**src/rtl/core_biu_lsu_bridge_if.sv**
```systemverilog
// LSU request/response channel plus data-SRAM port of core_biu_lsu_bridge.
// The slave modport is the bridge's view; master is the surrounding core/memory.
interface core_biu_lsu_bridge_if #(
  parameter int XLEN = 32
);
  logic            lsu_req_valid;
  logic            lsu_req_ready;
  logic [XLEN-1:0] lsu_req_addr;
  logic            lsu_req_wen;
  logic [1:0]      lsu_req_size;
  logic            lsu_req_unsigned;
  logic [XLEN-1:0] lsu_req_wdata;
  logic            lsu_rsp_valid;
  logic            lsu_rsp_ready;
  logic [XLEN-1:0] lsu_rsp_rdata;
  logic            lsu_rsp_err;
  logic            mem_cs;
  logic            mem_we;
  logic [XLEN-1:0] mem_addr;
  logic [3:0]      mem_wmask;
  logic [XLEN-1:0] mem_wdata;
  logic            mem_gnt;
  logic [XLEN-1:0] mem_rdata;

  modport slave (
    input  lsu_req_valid, lsu_req_addr, lsu_req_wen, lsu_req_size, lsu_req_unsigned,
           lsu_req_wdata, lsu_rsp_ready, mem_gnt, mem_rdata,
    output lsu_req_ready, lsu_rsp_valid, lsu_rsp_rdata, lsu_rsp_err,
           mem_cs, mem_we, mem_addr, mem_wmask, mem_wdata
  );

  modport master (
    output lsu_req_valid, lsu_req_addr, lsu_req_wen, lsu_req_size, lsu_req_unsigned,
           lsu_req_wdata, lsu_rsp_ready, mem_gnt, mem_rdata,
    input  lsu_req_ready, lsu_rsp_valid, lsu_rsp_rdata, lsu_rsp_err,
           mem_cs, mem_we, mem_addr, mem_wmask, mem_wdata
  );
endinterface

```
**src/rtl/core_biu_lsu_bridge.sv**
```systemverilog
// Core LSU to word-organised data SRAM bridge: one outstanding access, byte-lane
// alignment, write masking, load extension and an in-order response FIFO.
module core_biu_lsu_bridge #(
  parameter int XLEN      = 32,
  parameter int RSP_DEPTH = 2
) (
  input  logic                  clk,
  input  logic                  rst_n,
  core_biu_lsu_bridge_if.slave  bus
);

  localparam int PW = $clog2(RSP_DEPTH);
  localparam int CW = PW + 1;
  localparam logic [CW-1:0] DEPTH_C = CW'(RSP_DEPTH);

  typedef enum logic [1:0] {
    ST_IDLE  = 2'd0,
    ST_ISSUE = 2'd1,
    ST_RDATA = 2'd2
  } state_t;

  function automatic logic misaligned(input logic [1:0] size, input logic [1:0] off);
    logic bad;
    case (size)
      2'd0:    bad = 1'b0;
      2'd1:    bad = off[0];
      2'd2:    bad = (off != 2'b00);
      default: bad = 1'b1;
    endcase
    return bad;
  endfunction

  function automatic logic [3:0] lane_mask(input logic [1:0] size, input logic [1:0] off);
    logic [3:0] m;
    case (size)
      2'd0:    m = 4'b0001 << off;
      2'd1:    m = 4'b0011 << off;
      default: m = 4'b1111;
    endcase
    return m;
  endfunction

  function automatic logic [XLEN-1:0] lane_data(input logic [1:0] size, input logic [XLEN-1:0] wdata);
    logic [XLEN-1:0] d;
    case (size)
      2'd0:    d = {4{wdata[7:0]}};
      2'd1:    d = {2{wdata[15:0]}};
      default: d = wdata;
    endcase
    return d;
  endfunction

  function automatic logic [XLEN-1:0] load_extend(input logic [XLEN-1:0] word, input logic [1:0] off,
                                                  input logic [1:0] size, input logic uns);
    logic [XLEN-1:0] sh;
    logic [XLEN-1:0] res;
    sh = word >> {off, 3'b000};
    case (size)
      2'd0:    res = uns ? {24'd0, sh[7:0]}  : {{24{sh[7]}}, sh[7:0]};
      2'd1:    res = uns ? {16'd0, sh[15:0]} : {{16{sh[15]}}, sh[15:0]};
      default: res = sh;
    endcase
    return res;
  endfunction

  state_t          state_r;
  logic            ready_r;
  logic            mem_cs_r;
  logic            mem_we_r;
  logic [XLEN-1:0] mem_addr_r;
  logic [3:0]      mem_wmask_r;
  logic [XLEN-1:0] mem_wdata_r;
  logic [1:0]      hold_off_r;
  logic [1:0]      hold_size_r;
  logic            hold_uns_r;

  logic [XLEN-1:0]      fifo_rdata_r [RSP_DEPTH];
  logic [RSP_DEPTH-1:0] fifo_err_r;
  logic [PW-1:0]        rd_ptr_r;
  logic [PW-1:0]        wr_ptr_r;
  logic [CW-1:0]        count_r;
  logic                 rsp_valid_r;
  logic [XLEN-1:0]      rsp_rdata_r;
  logic                 rsp_err_r;

  logic            accept_s;
  logic            misal_s;
  logic            push_s;
  logic [XLEN-1:0] push_rdata_s;
  logic            push_err_s;
  logic            pop_s;
  logic [PW-1:0]   rd_ptr_next_s;
  logic [CW-1:0]   count_next_s;
  logic            room_next_s;
  logic [XLEN-1:0] head_rdata_s;
  logic            head_err_s;

  // Request acceptance and the single FIFO push source for each state.
  always_comb begin
    accept_s     = 1'b0;
    misal_s      = misaligned(bus.lsu_req_size, bus.lsu_req_addr[1:0]);
    push_s       = 1'b0;
    push_rdata_s = {XLEN{1'b0}};
    push_err_s   = 1'b0;
    case (state_r)
      ST_IDLE: begin
        accept_s = bus.lsu_req_valid & ready_r;
        if (accept_s && misal_s) begin
          push_s     = 1'b1;
          push_err_s = 1'b1;
        end else begin
          push_s = 1'b0;
        end
      end
      ST_ISSUE: begin
        if (bus.mem_gnt && mem_we_r) begin
          push_s = 1'b1;
        end else begin
          push_s = 1'b0;
        end
      end
      ST_RDATA: begin
        push_s       = 1'b1;
        push_rdata_s = load_extend(bus.mem_rdata, hold_off_r, hold_size_r, hold_uns_r);
      end
      default: begin
        push_s = 1'b0;
      end
    endcase
  end

  // Next FIFO occupancy and next head entry; a push into the slot that becomes
  // the head this cycle is forwarded so the registered head never lags.
  always_comb begin
    pop_s = rsp_valid_r & bus.lsu_rsp_ready;
    if (pop_s) begin
      rd_ptr_next_s = rd_ptr_r + PW'(1'b1);
    end else begin
      rd_ptr_next_s = rd_ptr_r;
    end
    case ({push_s, pop_s})
      2'b10:   count_next_s = count_r + CW'(1'b1);
      2'b01:   count_next_s = count_r - CW'(1'b1);
      default: count_next_s = count_r;
    endcase
    room_next_s = (count_next_s < DEPTH_C);
    if (count_next_s == {CW{1'b0}}) begin
      head_rdata_s = {XLEN{1'b0}};
      head_err_s   = 1'b0;
    end else if (push_s && (wr_ptr_r == rd_ptr_next_s)) begin
      head_rdata_s = push_rdata_s;
      head_err_s   = push_err_s;
    end else begin
      head_rdata_s = fifo_rdata_r[rd_ptr_next_s];
      head_err_s   = fifo_err_r[rd_ptr_next_s];
    end
  end

  // Control FSM with registered request-ready and memory-port outputs.
  always_ff @(posedge clk) begin
    if (rst_n) begin
      state_r     <= ST_IDLE;
      ready_r     <= 1'b1;
      mem_cs_r    <= 1'b0;
      mem_we_r    <= 1'b0;
      mem_addr_r  <= {XLEN{1'b0}};
      mem_wmask_r <= 4'b0000;
      mem_wdata_r <= {XLEN{1'b0}};
      hold_off_r  <= 2'b00;
      hold_size_r <= 2'b00;
      hold_uns_r  <= 1'b0;
    end else begin
      case (state_r)
        ST_IDLE: begin
          if (accept_s) begin
            hold_off_r  <= bus.lsu_req_addr[1:0];
            hold_size_r <= bus.lsu_req_size;
            hold_uns_r  <= bus.lsu_req_unsigned;
            if (misal_s) begin
              ready_r <= room_next_s;
            end else begin
              state_r     <= ST_ISSUE;
              ready_r     <= 1'b0;
              mem_cs_r    <= 1'b1;
              mem_we_r    <= bus.lsu_req_wen;
              mem_addr_r  <= {bus.lsu_req_addr[XLEN-1:2], 2'b00};
              mem_wmask_r <= bus.lsu_req_wen ? lane_mask(bus.lsu_req_size, bus.lsu_req_addr[1:0]) : 4'b0000;
              mem_wdata_r <= bus.lsu_req_wen ? lane_data(bus.lsu_req_size, bus.lsu_req_wdata) : {XLEN{1'b0}};
            end
          end else begin
            ready_r <= room_next_s;
          end
        end
        ST_ISSUE: begin
          if (bus.mem_gnt) begin
            mem_cs_r    <= 1'b0;
            mem_we_r    <= 1'b0;
            mem_addr_r  <= {XLEN{1'b0}};
            mem_wmask_r <= 4'b0000;
            mem_wdata_r <= {XLEN{1'b0}};
            if (mem_we_r) begin
              state_r <= ST_IDLE;
              ready_r <= room_next_s;
            end else begin
              state_r <= ST_RDATA;
              ready_r <= 1'b0;
            end
          end else begin
            ready_r <= 1'b0;
          end
        end
        ST_RDATA: begin
          state_r <= ST_IDLE;
          ready_r <= room_next_s;
        end
        default: begin
          state_r  <= ST_IDLE;
          ready_r  <= 1'b0;
          mem_cs_r <= 1'b0;
          mem_we_r <= 1'b0;
        end
      endcase
    end
  end

  // Response FIFO storage, pointers and registered head outputs.
  always_ff @(posedge clk) begin
    if (rst_n) begin
      for (int i = 0; i < RSP_DEPTH; i++) begin
        fifo_rdata_r[i] <= {XLEN{1'b0}};
      end
      fifo_err_r  <= {RSP_DEPTH{1'b0}};
      rd_ptr_r    <= {PW{1'b0}};
      wr_ptr_r    <= {PW{1'b0}};
      count_r     <= {CW{1'b0}};
      rsp_valid_r <= 1'b0;
      rsp_rdata_r <= {XLEN{1'b0}};
      rsp_err_r   <= 1'b0;
    end else begin
      if (push_s) begin
        fifo_rdata_r[wr_ptr_r] <= push_rdata_s;
        fifo_err_r[wr_ptr_r]   <= push_err_s;
        wr_ptr_r               <= wr_ptr_r + PW'(1'b1);
      end else begin
        wr_ptr_r <= wr_ptr_r;
      end
      rd_ptr_r    <= rd_ptr_next_s;
      count_r     <= count_next_s;
      rsp_valid_r <= (count_next_s != {CW{1'b0}});
      rsp_rdata_r <= head_rdata_s;
      rsp_err_r   <= head_err_s;
    end
  end

  // Ready is held low while reset is applied and rises as soon as it is released.
  assign bus.lsu_req_ready = ready_r & ~rst_n;
  assign bus.lsu_rsp_valid = rsp_valid_r;
  assign bus.lsu_rsp_rdata = rsp_rdata_r;
  assign bus.lsu_rsp_err   = rsp_err_r;
  assign bus.mem_cs        = mem_cs_r;
  assign bus.mem_we        = mem_we_r;
  assign bus.mem_addr      = mem_addr_r;
  assign bus.mem_wmask     = mem_wmask_r;
  assign bus.mem_wdata     = mem_wdata_r;

endmodule

```
**src/flat_wrapper.sv**
```systemverilog
// flat-port wrapper written by rule: the top's interface ports become plain ports
module core_biu_lsu_bridge_flat 
#(
  parameter int XLEN      = 32,
  parameter int RSP_DEPTH = 2
)
  (clk, rst_n, bus_lsu_req_valid, bus_lsu_req_addr, bus_lsu_req_wen, bus_lsu_req_size, bus_lsu_req_unsigned, bus_lsu_req_wdata, bus_lsu_rsp_ready, bus_mem_gnt, bus_mem_rdata, bus_lsu_req_ready, bus_lsu_rsp_valid, bus_lsu_rsp_rdata, bus_lsu_rsp_err, bus_mem_cs, bus_mem_we, bus_mem_addr, bus_mem_wmask, bus_mem_wdata);
  core_biu_lsu_bridge_if #(.XLEN(XLEN)) bus_i ();
  input  logic clk;
  input  logic rst_n;
  input wire logic [$bits(bus_i.lsu_req_valid)-1:0] bus_lsu_req_valid;
  input wire logic [$bits(bus_i.lsu_req_addr)-1:0] bus_lsu_req_addr;
  input wire logic [$bits(bus_i.lsu_req_wen)-1:0] bus_lsu_req_wen;
  input wire logic [$bits(bus_i.lsu_req_size)-1:0] bus_lsu_req_size;
  input wire logic [$bits(bus_i.lsu_req_unsigned)-1:0] bus_lsu_req_unsigned;
  input wire logic [$bits(bus_i.lsu_req_wdata)-1:0] bus_lsu_req_wdata;
  input wire logic [$bits(bus_i.lsu_rsp_ready)-1:0] bus_lsu_rsp_ready;
  input wire logic [$bits(bus_i.mem_gnt)-1:0] bus_mem_gnt;
  input wire logic [$bits(bus_i.mem_rdata)-1:0] bus_mem_rdata;
  output wire logic [$bits(bus_i.lsu_req_ready)-1:0] bus_lsu_req_ready;
  output wire logic [$bits(bus_i.lsu_rsp_valid)-1:0] bus_lsu_rsp_valid;
  output wire logic [$bits(bus_i.lsu_rsp_rdata)-1:0] bus_lsu_rsp_rdata;
  output wire logic [$bits(bus_i.lsu_rsp_err)-1:0] bus_lsu_rsp_err;
  output wire logic [$bits(bus_i.mem_cs)-1:0] bus_mem_cs;
  output wire logic [$bits(bus_i.mem_we)-1:0] bus_mem_we;
  output wire logic [$bits(bus_i.mem_addr)-1:0] bus_mem_addr;
  output wire logic [$bits(bus_i.mem_wmask)-1:0] bus_mem_wmask;
  output wire logic [$bits(bus_i.mem_wdata)-1:0] bus_mem_wdata;
  assign bus_i.lsu_req_valid = bus_lsu_req_valid;
  assign bus_i.lsu_req_addr = bus_lsu_req_addr;
  assign bus_i.lsu_req_wen = bus_lsu_req_wen;
  assign bus_i.lsu_req_size = bus_lsu_req_size;
  assign bus_i.lsu_req_unsigned = bus_lsu_req_unsigned;
  assign bus_i.lsu_req_wdata = bus_lsu_req_wdata;
  assign bus_i.lsu_rsp_ready = bus_lsu_rsp_ready;
  assign bus_i.mem_gnt = bus_mem_gnt;
  assign bus_i.mem_rdata = bus_mem_rdata;
  assign bus_lsu_req_ready = bus_i.lsu_req_ready;
  assign bus_lsu_rsp_valid = bus_i.lsu_rsp_valid;
  assign bus_lsu_rsp_rdata = bus_i.lsu_rsp_rdata;
  assign bus_lsu_rsp_err = bus_i.lsu_rsp_err;
  assign bus_mem_cs = bus_i.mem_cs;
  assign bus_mem_we = bus_i.mem_we;
  assign bus_mem_addr = bus_i.mem_addr;
  assign bus_mem_wmask = bus_i.mem_wmask;
  assign bus_mem_wdata = bus_i.mem_wdata;
  core_biu_lsu_bridge #(.XLEN(XLEN), .RSP_DEPTH(RSP_DEPTH)) u_core (.clk(clk), .rst_n(rst_n), .bus(bus_i));
endmodule
```
**config.mk**
```make
export PLATFORM = sky130hd
export DESIGN_NAME = core_biu_lsu_bridge_flat
export DESIGN_NICKNAME = d
export VERILOG_FILES = /design/src/rtl/core_biu_lsu_bridge_if.sv /design/src/rtl/core_biu_lsu_bridge.sv /design/src/flat_wrapper.sv
export SDC_FILE = /design/constraint.sdc
export NUM_CORES = 1
export LEC_CHECK = 0
export CAP_MARGIN = 20
export CORE_MARGIN = 2
export CORE_UTILIZATION = 60
export DETAILED_ROUTE_END_ITERATION = 16
export DONT_BUFFER_PORTS = 1
export GPL_TIMING_DRIVEN = 0
export MAX_ROUTING_LAYER = met4
export PLACE_DENSITY = 0.85
export SLEW_MARGIN = 5
export SYNTH_ARGS = -nofsm -noshare
export SYNTH_HDL_FRONTEND = slang
export SYNTH_SLANG_ARGS = --single-unit
```
**constraint.sdc**
```tcl
create_clock -name clk -period 5.6 [get_ports clk]
set_clock_uncertainty 0.15 [all_clocks]
set_input_delay 1.12 -clock clk [delete_from_list [all_inputs] [get_ports clk]]
set_output_delay 1.12 -clock clk [all_outputs]
set_load 0.05 [all_outputs]
```
==> reports/results.ini, run 1 <==
[placement]
port_buffers=0
dpl_cell_area_sq_um=7869
hpwl_microns=14160
gp_congestion=0.9490

[yosys]
ys_top_cells_by_area=dfxtp_1 (31%), edfxtp_1 (25%), mux2i_1 (9.1%)
synthDominantCellAreaShare=0.3067
yosysSeqAreaShare=0.5605
ys_seq_elements=180
ys_types=59
async_flop_share=0
synth_area_sq_um=7572
synth_edf_count=64
post_synth.cell_area_avg_sq_um=11.15
synth_flop_cell=dfxtp_1
ys_warn_count=0
synth_cells=679
synth_top_area_cell=dfxtp_1

[routing]
vias=5666
drt_wl_total_microns=19480
antenna_left=0
dr.first_iter.drc_count=443
avgRoutedWirePerCell_microns=21.99
first_pass_iters=6
via_per_inst=6.395
drcViolationCount=0

[clock_tree]
cts_made_buffers=17
clk_pin_slew_worst_paths_ns=0.06
htree_levels=4
clockBufferDepth=2
cts_resized=0
holdBufCountCts=0
clock_latency_ns=0.43
cts_tree=yes
cts_root_buf=clkbuf_16
cts.sinks=180
post-cts-setup-buffers=0

[power]
p_int_mw=2.418
power_frac_clock=0.331
irDropWorstVdd_v=0.0002491
swShare=0.3279
p_per_area_nw_per_um2=425.1
p_sw_mw=1.180
combPwrFrac=0.165
power_frac_seq=0.504
cellLeakagePower_nw=3.346
power_mw=3.598

[sta]
worst_pin_slew_ns=0.9328
layout_worst_path_cycle_share=0.8161
hold_viol_final=0
rsz0062_at_grt=no
slew_headroom=0.3768
setup_viol=0
clock.fmax_mhz=218.8
setup_tns_ns=0
fin_crit_ns=4.570
slew_viol_final=0

[floorplan]
die_h_microns=116.3
dieArea_sq_um=13540
coreArea_sq_um=12470
start_util=0.6074
rows=41
dieWidth_microns=116.3
pin_count=210

[global_route]
gr-total-overflow=0
grt_use_total=0.2993
grt_max_degree=18
grt_pass1_vias=5626
antenna_found_initial=0
grt_pass1_wl_microns=29460

[finish]
fin_area_sq_um=8462
drive_above_1_share=0.1008
area_growth_pct=11.75
n_antenna_cell=0
final_core_util=0.6788
layout_common_cells=dfxtp_1 (116), nor2_1 (99), mux2i_1 (69), edfxtp_1 (64), a22o_1 (47)
final_common_cell=dfxtp_1
nFillCells=908
final_nets=807

[run]
cap_viol_max_count=0

[outcome]
status=finished, final reports clean

[setup_path]
path_class=input port to flop
cp_max_fo=10
end_kind=flop
startpoint_type=input port
cp.arrival_ns=4.69
crit_required_ns=5.72

[hold_path]
worst_hold_path_type=flop to flop

[power groups by stage]
stage	registers, mW	logic (mW)	clock network, mW
final	1.81	0.594	1.19
after CTS	1.81	0.586	1.19
after global placement	1.84	0.545	0
after floorplan	1.82	0.444	0
after global routing	1.83	0.642	1.25
after detailed placement	1.84	0.583	0
[critical path, cell delays in order]
cell	delay, ns
clkbuf_1	0.18
nor3_1	0.50
nor3b_2	0.20
nor2_1	0.48
ha_1	0.39
nor3b_1	0.22
or3_1	0.13
clkbuf_1	0.43
inv_1	0.14
nand3_1	0.27
clkbuf_1	0.45
o22ai_1	0.18
[area by class of cell]
cell class,count,area (sq um),area share
inverter,5,18.77,0.002218
multi-input combinational,444,3082,0.3642
timing repair buffer,2,55.05,0.006506
clock buffer,26,531.8,0.06284
clock inverter,6,61.31,0.007245
tap,172,215.2,0.02543
sequential,180,4244,0.5016
buffer,51,254.0,0.03002
[stage by stage]
step | std cells | hold WS (ns) | setup WS [ns]
6_report | 886 | 0.3497 | 1.030
5_1_grt | 886 | 0.3656 | 0.6726
4_1_cts | 886 | 0.3421 | 1.105
3_5_place_dp | 854 | 0.3329 | 0.6900
3_3_place_gp | 852 | 0.3115 | -0.8052
2_1_floorplan | 680 | 0.2997 | 0.5815
[synthesized netlist by cell type, drive strengths merged (2+ instances only)]
library cell	n
o21ai	22
nand2b	5
o22ai	16
or2	4
a31oi	2
mux2i	69
a22o	47
o2bb2ai	17
xnor2	6
nand3	4
o21a	8
a21o	2
o211ai	9
a211oi	24
a21oi	8
nand2	33
nor3b	4
clkbuf	26
a21boi	9
and3	8
buf	25
mux2	7
nor2b	14
inv	5
dfxtp	116
nor3	3
xor2	2
nor2	99
edfxtp	64
[worst paths after layout]
path / start / cells after the start / end / slack, ns
max: bus_lsu_req_addr[0] / 12 / u_core.bus.lsu_rsp_rdata[31]$_SDFF_PP0_ / 1.03
min: u_core.fifo_err_r[1]$_SDFFE_PP0P_ / 2 / u_core.fifo_err_r[1]$_SDFFE_PP0P_ / 0.35
max reg2reg: u_core.state_r[0]$_SDFFE_PP0P_ / 12 / u_core.bus.lsu_rsp_rdata[31]$_SDFF_PP0_ / 1.45
min reg2reg: u_core.fifo_err_r[1]$_SDFFE_PP0P_ / 2 / u_core.fifo_err_r[1]$_SDFFE_PP0P_ / 0.35
[flip-flops by register name, indices dropped and copies added (netlist names), 2 cells and up]
signal	cells
u_core.bus.mem_addr	30
u_core.bus.mem_wmask	4
u_core.bus.mem_wdata	32
u_core.state_r	2
u_core.fifo_rdata_r	64
u_core.hold_size_r	2
u_core.bus.lsu_rsp_rdata	32
u_core.fifo_err_r	2
u_core.count_r	2
u_core.hold_off_r	2
[logic make-up (layout without fill, tap and decap cells)]
family                   after synthesis  in the layout  share of synthesized area
AND/OR/NAND/NOR                      180            180                     0.1081
buffers and inverters                 56             90                    0.03602
multiplexers                          77             77                     0.1046
XOR/XNOR                               9              9                    0.01223
adder cells (fa/ha/maj)                1              1                   0.001652
AO/OA/AOI/OAI                        175            175                     0.1765
other                                  1              2                  0.0004952
flip-flops                           180            180                     0.5605
[layer usage]
metal  vias to the layer above  global-route usage  wire length, microns
met5                         -                   -                     0
met4                         0              0.1437                   666
met3                        49             0.08511                  1925
met2                       334              0.4884                  9693
met1                      2748              0.3404                  7198
li1                       2535                   -                     -
(Power assumes the default switching activity.)
==> run 2, diff against run 1 <==
==> constraint.sdc (replaced) <==
create_clock -name clk -period 4.48 [get_ports clk]
set_clock_uncertainty 0.15 [all_clocks]
set_input_delay 0.896 -clock clk [delete_from_list [all_inputs] [get_ports clk]]
set_output_delay 0.896 -clock clk [all_outputs]
set_load 0.05 [all_outputs]
==> run 2 against run 1 <==
  * Via count barely moved
  * Register-to-register slack got worse by 0.89 ns
  * Sequential share of layout area fell by 0.081 points
  * Clock power rose by 25%
  * Sequential power rose by 25%
  * Die area did not move
  * First-iteration DRC count did not move
  * Critical endpoint unchanged
==> reports/results.ini, run 2 (same netlist as run 1, synthesis figures left out) <==
[clock_tree]
htree_levels=4  ; unchanged
clk_pin_slew_worst_paths_ns=0.06  ; about the same
cts_tree=yes  ; unchanged
clock_latency_ns=0.43  ; about the same
holdBufCountCts=0  ; unchanged
cts.sinks=180  ; unchanged
cts_root_buf=clkbuf_16  ; unchanged
post-cts-setup-buffers=0  ; unchanged
cts_resized=0  ; unchanged
cts_made_buffers=17  ; unchanged
clockBufferDepth=2  ; unchanged

[sta]
worst_pin_slew_ns=0.9339  ; was 0.9328 ns
rsz0062_at_grt=no  ; unchanged
slew_headroom=0.3761  ; was 0.3768
layout_worst_path_cycle_share=0.9229
fin_crit_ns=4.135
setup_viol=0  ; unchanged
hold_viol_final=0  ; unchanged
slew_viol_final=0  ; unchanged
clock.fmax_mhz=241.9

[global_route]
antenna_found_initial=0  ; unchanged
gr-total-overflow=0  ; unchanged
grt_max_degree=18  ; unchanged
grt_use_total=0.2993  ; unchanged
grt_pass1_wl_microns=29460  ; unchanged
grt_pass1_vias=5626  ; unchanged

[setup_path]
crit_required_ns=4.61  ; was 5.72 ns
cp.arrival_ns=4.26  ; was 4.69 ns
path_cells=clkbuf_1, a21oi_1, nor3b_4, nor2_2, ha_1, nor3b_1, or3_1, clkbuf_1, inv_1, nand3_1, clkbuf_1, o22ai_1  ; was clkbuf_1, nor3_1, nor3b_2, nor2_1, ha_1, nor3b_1, or3_1, clkbuf_1, inv_1, nand3_1, clkbuf_1, o22ai_1
rrSetupSlack_ns=0.56  ; was 1.45 ns
r2r_cells=12  ; unchanged
crit_path_frequent_cell=clkbuf_1  ; unchanged
cpPeakStageDelay_ns=0.46  ; was 0.50 ns
critPathBufInv=4  ; unchanged
cp_max_fo=10  ; unchanged
cp_top_family=buffers and inverters  ; was simple AND/OR/NAND/NOR gates
path_class=input port to flop  ; unchanged
cp_slowest_cell=clkbuf_1  ; was nor3_1
end_kind=flop  ; unchanged
startpoint_type=input port  ; unchanged
reg2reg_from=u_core.state_r[0]$_SDFFE_PP0P_  ; unchanged
timing.rr.end=u_core.bus.lsu_rsp_rdata[31]$_SDFF_PP0_  ; unchanged

[hold_path]
min_path_cells=2  ; unchanged
min_from=u_core.fifo_err_r[1]$_SDFFE_PP0P_  ; unchanged
worst_hold_path_type=flop to flop  ; unchanged
min_to=u_core.fifo_err_r[1]$_SDFFE_PP0P_  ; unchanged

[finish]
fin_area_sq_um=8476  ; was 8462 sq um
area_growth_pct=11.93  ; was 11.75%
largest_reg_flops=64  ; unchanged
drive_above_1_share=0.1036  ; was 0.1008
final_nets=807  ; unchanged
n_antenna_cell=0  ; unchanged
final_common_cell=dfxtp_1  ; unchanged
layout_common_cells=dfxtp_1 (116), nor2_1 (98), mux2i_1 (69), edfxtp_1 (64), a22o_1 (47)  ; was dfxtp_1 (116), nor2_1 (99), mux2i_1 (69), edfxtp_1 (64), a22o_1 (47)
finalNonFillerCells=886  ; unchanged
max_flop_register=u_core.fifo_rdata_r  ; unchanged

[power]
p_int_mw=3.024  ; was 2.418 mW
power_frac_clock=0.331  ; about the same
p_per_area_nw_per_um2=531.1  ; was 425.1 nW/um^2
cellLeakagePower_nw=3.348  ; was 3.346 nW
power_frac_seq=0.504  ; about the same
power_mw=4.502  ; was 3.598 mW
irDropWorstVdd_v=0.0003098  ; was 0.0002491 V
swShare=0.3283  ; was 0.3279
p_sw_mw=1.478  ; was 1.180 mW
combPwrFrac=0.166  ; was 0.165

[placement]
port_buffers=0  ; unchanged
place_inst=854  ; unchanged
gp_congestion=0.9490  ; unchanged
hpwl_microns=14160  ; unchanged
dpl_cell_area_sq_um=7869  ; unchanged

[floorplan]
start_util=0.6074  ; unchanged
dieWidth_microns=116.3  ; unchanged
pin_count=210  ; unchanged
dieArea_sq_um=13540  ; unchanged
die_h_microns=116.3  ; unchanged
rows=41  ; unchanged
coreArea_sq_um=12470  ; unchanged

[routing]
antenna_left=0  ; unchanged
via_per_inst=6.394  ; was 6.395
first_pass_iters=5  ; was 6
drt_wl_total_microns=19440  ; was 19,480 microns
vias=5665  ; was 5,666
avgRoutedWirePerCell_microns=21.94  ; was 21.99 microns
drcViolationCount=0  ; unchanged
dr.first_iter.drc_count=443  ; unchanged

[run]
cap_viol_max_count=0  ; unchanged

[outcome]
status=finished, final reports clean  ; unchanged

==> run 2: per-layer routing <==
layer  GRT usage  up-vias  wire length [microns]
met1      0.3404     2742                   7224
met4      0.1437        0                    700
met5           -        -                      0
met3     0.08511       49                   1908
li1            -     2536                      -
met2      0.4884      338                   9609
==> run 2: power groups by stage <==
stage	Clock [mW]	Sequential [mW]	Combinational (mW)
3_5_place_dp	0	2.30	0.729
6_report	1.49	2.27	0.745
5_1_grt	1.56	2.28	0.805
4_1_cts	1.48	2.27	0.733
2_1_floorplan	0	2.28	0.555
3_3_place_gp	0	2.30	0.681
==> run 2: final cells by class <==
type                    instances  area, sq um
fillers                       906         3990
clock inverters                 6        61.31
well taps                     172        215.2
inverters                       5        18.77
plain buffers                  51        254.0
flip-flops and latches        180         4244
repair buffers                  2        55.05
multi-input cells             444         3095
clock buffers                  26        531.8
==> run 2: through the flow <==
| step | hold slack (ns) | utilization | worst slack (ns) | TNS [ns] |
|---|---|---|---|---|
| 2_1_floorplan | 0.2997 | - | -0.3145 | -20.13 |
| 3_3_place_gp | 0.3115 | 0.6250 | -1.701 | -108.74 |
| 3_5_place_dp | 0.3329 | 0.6312 | -0.2060 | -2.110 |
| 4_1_cts | 0.3421 | 0.6788 | 0.2095 | 0 |
| 5_1_grt | 0.3655 | 0.6799 | 0.02139 | 0 |
| 6_report | 0.3556 | 0.6799 | 0.3452 | 0 |
==> run 2: tightest hold or removal path, stage by stage, from the launching register on <==
cell     delay, ns
dfxtp_1       0.31
o21ai_0       0.07
a21oi_1       0.07
==> run 2: how the worst max path moves through the flow <==
stage	start	endpoint	slack [ns]	depth (start not counted)
after floorplan	bus_lsu_req_size[0]	u_core.fifo_rdata_r[0][0]$_SDFFCE_PN0P_	-0.31	5
after global placement	bus_lsu_req_size[0]	u_core.fifo_rdata_r[1][28]$_SDFFCE_PN0P_	-1.70	5
after detailed placement	bus_lsu_req_addr[0]	u_core.bus.lsu_rsp_rdata[22]$_SDFF_PP0_	-0.21	14
after CTS	bus_lsu_req_addr[0]	u_core.bus.lsu_rsp_rdata[22]$_SDFF_PP0_	0.21	14
after global routing	bus_lsu_req_size[0]	u_core.bus.lsu_rsp_rdata[29]$_SDFF_PP0_	0.02	13
final	bus_lsu_req_size[0]	u_core.bus.lsu_rsp_rdata[31]$_SDFF_PP0_	0.35	12
